===== src/rtl/led_seq_pkg.sv =====
`default_nettype none
// +--------------------------------------------------------------------------+
// | led_seq_pkg : shared mode encodings, direction constants and seed values |
// | Revision 1.0                                                             |
// +--------------------------------------------------------------------------+
package led_seq_pkg;

  typedef enum logic [1:0] {
    MODE_CHASE  = 2'b00,
    MODE_BOUNCE = 2'b01,
    MODE_COUNT  = 2'b10,
    MODE_BLINK  = 2'b11
  } mode_e;

  localparam logic DIR_UP   = 1'b0;
  localparam logic DIR_DOWN = 1'b1;

  // Widest pattern supported; callers size-cast the result down to their width.
  localparam int MAX_LEDS = 64;

  function automatic logic [MAX_LEDS-1:0] seed(input mode_e m);
    case (m)
      MODE_CHASE, MODE_BOUNCE: seed = MAX_LEDS'(1);
      default:                 seed = '0;
    endcase
  endfunction

endpackage
`default_nettype wire


===== src/rtl/led_seq_prescaler.sv =====
`default_nettype none
// +--------------------------------------------------------------------------+
// | led_seq_prescaler : counts 0..STEP_CYCLES-1 while enabled, ticks on last |
// | Revision 1.0                                                             |
// +--------------------------------------------------------------------------+
module led_seq_prescaler #(
  parameter int STEP_CYCLES = 50
) (
  input  logic clk,
  input  logic reset,
  input  logic enable,
  input  logic clear,
  output logic tick
);

  localparam int              CW   = (STEP_CYCLES > 1) ? $clog2(STEP_CYCLES) : 1;
  localparam logic [CW-1:0]   LAST = CW'(STEP_CYCLES - 1);

  logic [CW-1:0] r_count;

  assign tick = enable && (r_count == LAST);

  // Clear wins over counting; a disabled counter holds rather than clearing.
  always_ff @(posedge clk or posedge reset) begin
    if (reset) begin
      r_count <= '0;
    end else if (clear) begin
      r_count <= '0;
    end else if (enable) begin
      r_count <= tick ? '0 : r_count + CW'(1);
    end
  end

endmodule
`default_nettype wire


===== src/rtl/led_sequencer.sv =====
`default_nettype none
// +--------------------------------------------------------------------------+
// | led_sequencer : N-LED chase/bounce/count/blink pattern generator         |
// | Revision 1.0                                                             |
// +--------------------------------------------------------------------------+
module led_sequencer
  import led_seq_pkg::*;
#(
  parameter int N_LEDS      = 4,
  parameter int STEP_CYCLES = 50
) (
  input  logic              clk,
  input  logic              reset,
  input  logic              enable,
  input  logic [1:0]        mode,
  input  logic              dir,
  output logic [N_LEDS-1:0] led,
  output logic              step
);

  mode_e             r_mode;
  logic              r_heading;
  logic [N_LEDS-1:0] r_led;
  logic              r_step;

  logic              w_tick;
  logic              w_mode_chg;
  logic [N_LEDS-1:0] w_seed;
  logic [N_LEDS-1:0] w_next_led;
  logic              w_next_heading;

  assign w_mode_chg = (mode_e'(mode) != r_mode);
  assign w_seed     = N_LEDS'(seed(mode_e'(mode)));

  led_seq_prescaler #(
    .STEP_CYCLES (STEP_CYCLES)
  ) u_prescaler (
    .clk    (clk),
    .reset  (reset),
    .enable (enable),
    .clear  (w_mode_chg),
    .tick   (w_tick)
  );

  always_comb begin
    w_next_led     = r_led;
    w_next_heading = r_heading;
    case (r_mode)
      MODE_CHASE: begin
        // Shift-or rotate also degenerates correctly to "hold" when N_LEDS is 1.
        if (dir == DIR_UP)
          w_next_led = (r_led << 1) | (r_led >> (N_LEDS - 1));
        else
          w_next_led = (r_led >> 1) | (r_led << (N_LEDS - 1));
      end
      MODE_BOUNCE: begin
        if (N_LEDS > 1) begin
          if (r_led[N_LEDS-1]) begin
            w_next_heading = DIR_DOWN;
            w_next_led     = r_led >> 1;
          end else if (r_led[0]) begin
            w_next_heading = DIR_UP;
            w_next_led     = r_led << 1;
          end else if (r_heading == DIR_UP) begin
            w_next_led     = r_led << 1;
          end else begin
            w_next_led     = r_led >> 1;
          end
        end
      end
      MODE_COUNT: begin
        if (dir == DIR_UP)
          w_next_led = r_led + N_LEDS'(1);
        else
          w_next_led = r_led - N_LEDS'(1);
      end
      default: begin
        w_next_led = ~r_led;
      end
    endcase
  end

  // A mode change reloads everything and suppresses any coincident tick.
  always_ff @(posedge clk or posedge reset) begin
    if (reset) begin
      r_mode    <= MODE_CHASE;
      r_heading <= DIR_UP;
      r_led     <= N_LEDS'(1);
      r_step    <= 1'b0;
    end else if (w_mode_chg) begin
      r_mode    <= mode_e'(mode);
      r_heading <= DIR_UP;
      r_led     <= w_seed;
      r_step    <= 1'b0;
    end else if (w_tick) begin
      r_heading <= w_next_heading;
      r_led     <= w_next_led;
      r_step    <= 1'b1;
    end else begin
      r_step    <= 1'b0;
    end
  end

  assign led  = r_led;
  assign step = r_step;

endmodule
`default_nettype wire


===== config.mk =====
export PLATFORM = sky130hd
export DESIGN_NAME = led_sequencer
export DESIGN_NICKNAME = d
export VERILOG_FILES = /design/src/rtl/led_seq_pkg.sv /design/src/rtl/led_seq_prescaler.sv /design/src/rtl/led_sequencer.sv
export SDC_FILE = /design/constraint.sdc
export NUM_CORES = 1
export LEC_CHECK = 0
export ABC_CLOCK_PERIOD_IN_PS = 5150
export CAP_MARGIN = 10
export CELL_PAD_IN_SITES_DETAIL_PLACEMENT = 0
export CELL_PAD_IN_SITES_GLOBAL_PLACEMENT = 1
export CORE_ASPECT_RATIO = 0.6
export CORE_MARGIN = 4
export CORE_UTILIZATION = 45
export CTS_BUF_LIST = sky130_fd_sc_hd__clkbuf_16
export DETAILED_ROUTE_END_ITERATION = 16
export PLACE_DENSITY = 0.92
export SLEW_MARGIN = 10
export SYNTH_ARGS = -nofsm -noshare
export SYNTH_HDL_FRONTEND = slang
export SYNTH_HIERARCHICAL = 1
export SYNTH_SLANG_ARGS = --single-unit
export TNS_END_PERCENT = 20

===== constraint.sdc =====
create_clock -name clk -period 5.15 [get_ports clk]
set_input_delay 1.03 -clock clk [delete_from_list [all_inputs] [get_ports clk]]
set_output_delay 1.03 -clock clk [all_outputs]
set_load 0.005 [all_outputs]

==> tab_implementation.tex <==
\begin{tabular}{lr}
\hline
Metric & Value \\
\hline
\multicolumn{2}{l}{\textbf{Floorplanning}} \\
\quad Vert. Die Dim & 45.48 µm \\
\quad Number of rows in the core area & 13 \\
\quad Area of the core & 2196 µm² \\
\quad Die ar. & 3205 µm² \\
\quad Effective utilization at floorplan & 47.98\% \\
\quad Number of ports placed on the die boundary & 11 \\
\quad X dimension of the die & 70.47 µm \\
\multicolumn{2}{l}{\textbf{Min path}} \\
\quad Origin of the worst min-delay path & r\_heading \\
\quad Class of the worst hold path & reg -> reg \\
\multicolumn{2}{l}{\textbf{Clock network}} \\
\quad Root buf cell & clkbuf\_16 \\
\quad Number of buffers added to fix hold violations after cts & 0 \\
\quad Number of buffers created by CTS & 3 \\
\quad Max Root-Sink Buffers & 2 \\
\quad Number of clock sinks & 14 \\
\quad CTS H-tree lvls & 1 \\
\quad Resized cells post-CTS & 0 \\
\quad TritonCTS clock tree & done \\
\quad Clock latency on the worst-skew pair & 0.24 ns \\
\quad Number of buffers inserted to repair setup after CTS & 0 \\
\quad Post-CTS clock slew at the launch and capture registers of the worst setup and hold paths & 0.05 ns \\
\multicolumn{2}{l}{\textbf{Routing}} \\
\quad Average wire per standard cell & 15.57 µm \\
\quad Average via count per standard cell & 5.921 \\
\quad First-pass iteration count of the detailed router & 4 \\
\quad Antenna-violating nets left & 0 \\
\quad Drt initial violations & 60 \\
\quad Final WL & 2.351 mm \\
\quad Total via count after detailed routing & 894 \\
\quad DRC viols & 0 \\
\multicolumn{2}{l}{\textbf{Placement}} \\
\quad Number of placed instances, taps included & 147 \\
\quad Total cell area at the placement stage & 1145 µm² \\
\quad HPWL reported at the end of detailed placement & 1.638 mm \\
\quad Number of buffers added on ports & 10 \\
\quad Routability Congestion & 0.8283 \\
\multicolumn{2}{l}{\textbf{STA}} \\
\quad Final critical path time including I/O delays and setup & 2.972 ns \\
\quad Worst slew margin relative to its limit & 44.13\% \\
\quad Highest clock frequency the design can meet & 336.5 MHz \\
\quad Worst hold slack after final layout & 0.5445 ns \\
\quad Clock Skews & 0.0009788 ns \\
\quad Count of final setup violators & 0 \\
\quad Number of slew-limit violations in the final report & 0 \\
\quad Worst Tran Pin Value & 0.8335 ns \\
\quad Final number of hold-violating endpoints & 0 \\
\quad Crit share post-route & 57.70\% \\
\quad Setup repair after global routing missed its margin & no \\
\quad Total Negative Setup Slacks & 0 ns \\
\multicolumn{2}{l}{\textbf{Power and ir drop}} \\
\quad Power density over the cells & 247.1 nW/µm² \\
\quad Total power & 0.3024 mW \\
\quad Peak VDD IR & 0.1943 mV \\
\quad Static Leakage & 0.5026 nW \\
\multicolumn{2}{l}{\textbf{Critical path}} \\
\quad Timing endpoint of the critical path & led[0] \\
\quad Required @ worst endpoint & 5.32 ns \\
\quad Number of cells traversed by the worst register-to-register path & 7 \\
\quad Cell-by-cell trace of the critical path & clkdlybuf4s50\_1 > nand2\_1 > nor3\_2 > nor2\_1 > mux2\_1 > a21oi\_1 \\
\quad WP depth & 6 \\
\quad Nature of the critical path endpoint & flip-flop \\
\quad CP Launch Type & input pin \\
\quad Capture point of the worst reg-to-reg path & led[0] \\
\quad Critical path peak fanout & 14 \\
\quad Top cell family by delay on the critical path & simple AND/OR/NAND/NOR gates \\
\quad Worst setup startpoint & enable \\
\quad Kind of critical path & in -> reg \\
\quad Maximum single-stage delay on the critical path & 0.69 ns \\
\quad Critical path data arrival time & 3.14 ns \\
\quad Buffers and inverters on the worst path & 1 \\
\quad Worst reg2reg startpoint & u\_prescaler/r\_count[1] \\
\quad Slowest stage cell on the critical path & clkdlybuf4s50\_1 \\
\quad Register-to-register path setup slack & 3.09 ns \\
\multicolumn{2}{l}{\textbf{Finish}} \\
\quad Most frequent cells in the layout & dfrtp\_1, clkdlybuf4s50\_1, inv\_1, a21oi\_1, nand2\_1 \\
\quad Fraction of final layout cells with drive strength greater than 1 & 9.917\% \\
\quad Commonest non-fill, non-tap cell in the layout & dfrtp\_1 \\
\quad Non-filler instance count after layout & 151 \\
\quad Diode insertion count for antenna repair & 0 \\
\quad Post-synthesis to final-layout area growth & 16.15\% \\
\quad Net count, final & 133 \\
\quad Number of filler cells placed in the layout & 201 \\
\quad Final design instance area without fill & 1224 µm² \\
\multicolumn{2}{l}{\textbf{Global route}} \\
\quad Largest net degree at the start of global routing & 16 \\
\quad Total global-route track usage & 16.15\% \\
\quad Total congestion overflow after global routing & 0 \\
\quad Wire length of the first global-routing pass & 4.015 mm \\
\quad Via count of the first global-routing pass & 809 \\
\quad Number of antenna violations at the first check in global routing & 0 \\
\multicolumn{2}{l}{\textbf{Synth}} \\
\quad Fraction of registers with async set or reset after synthesis & 100.0\% \\
\quad Post-synthesis cell type count & 44 \\
\quad Count of flip-flops with a built-in enable after synthesis & 0 \\
\quad Number of nets in the synthesized netlist & 127 \\
\quad Average cell area after synthesis & 9.082 µm² \\
\quad Post-Syn Area & 1054 µm² \\
\quad \#FFs+latches synth & 14 \\
\quad Yosys warning count & 6 \\
\quad Top flip-flop cell by instance count after synthesis & dfrtp\_1 \\
\quad Cell count after synthesis & 116 \\
\quad Sequential share of the synthesized area & 33.37\% \\
\multicolumn{2}{l}{\textbf{Flow run}} \\
\quad Max-cap check violation count & 0 \\
\multicolumn{2}{l}{\textbf{Status}} \\
\quad Status & finished, final reports clean \\
\hline
\end{tabular}
[metrics by stage]
| stage | util [%] | setup WS, ns |
|---|---|---|
| after CTS | 55.73 | 2.214 |
| after detailed placement | 52.14 | 2.022 |
| after global routing | 55.73 | 1.931 |
| after floorplan | - | 3.065 |
| after global placement | 52.14 | 2.156 |
| final | 55.73 | 2.178 |
[worst min path at each step]
stage	slack, ns	endpoint	depth (start not counted)
final	0.54	r_heading	2
after global routing	0.59	r_heading	2
after CTS	0.55	r_heading	2
after detailed placement	0.54	r_heading	2
after global placement	0.53	r_heading	2
after floorplan	0.51	r_heading	2
[synthesized netlist by cell type, types with 2 or more instances]
cell      count  area [µm²]
o311ai_1      3       26.28
nand3_1       3       15.01
nor2_1        5       18.77
o211ai_1      2       15.01
xor2_1        5       43.79
ha_1          4       50.05
dfrtp_1      13       325.3
buf_2         3       15.01
nor3_2        2       20.02
nor2b_1       2       12.51
nand4b_1      2       17.52
buf_4         2       15.01
mux2_1        2       22.52
o31ai_1       2       15.01
nand2_1       7       26.28
nor3b_1       2       15.01
nand2b_1      3       18.77
nand4_1       5       31.28
a21oi_1       9       45.04
inv_1         9       33.78
and3_1        3       18.77
clkbuf_1      3       11.26
a31oi_1       3       18.77
nand2b_4      2       27.53
[cells by family (layout without fill, tap and decap cells)]
| kind of cell | after synthesis | in the layout | synth area share [%] |
|---|---|---|---|
| mux | 3 | 3 | 3.206 |
| fa+ha+maj | 5 | 5 | 6.651 |
| simple gates | 40 | 40 | 23.87 |
| flops | 14 | 14 | 33.37 |
| buf+inv | 19 | 24 | 7.955 |
| compound gates | 30 | 30 | 20.78 |
| xor+xnor | 5 | 5 | 4.157 |
[metal layers]
| layer | routed length [µm] | GRT usage, % |
|---|---|---|
| met1 | 1127 | 24.22 |
| met5 | 0 | 0 |
| met3 | 204 | 4.626 |
| met4 | 16 | 2.672 |
| met2 | 1003 | 23.23 |
[state kept, by name, indices dropped and copies added (netlist names)]
register	count
r_mode	2
r_heading	1
led	4
step	1
u_prescaler/r_count	6
[final cells by class]
class | instances | area, µm² | share of cell area, %
Multi-Input combinational cell | 83 | 618.1 | 50.51
Sequential cell | 14 | 351.6 | 28.73
Timing Repair Buffer | 10 | 100.1 | 8.180
Clock buffer | 3 | 75.07 | 6.135
Inverter | 10 | 37.54 | 3.067
Tap cell | 30 | 37.54 | 3.067
Clock inverter | 1 | 3.754 | 0.3067
[tightest hold or removal path: cells and delay by family, from the launching register on]
family           cells  cell delay (ns)
AO/OA/AOI/OAI        1             0.05
flip-flops           1             0.39
AND/OR/NAND/NOR      1             0.06
[power breakdown]
group | total, mW | switching, mW | leakage, nW | internal [mW]
sequential | 0.121 | 0.00726 | 0.187 | 0.114
combinational | 0.0356 | 0.0195 | 0.277 | 0.0160
clock | 0.146 | 0.0435 | 0.0385 | 0.103
(Power assumes the default switching activity.)
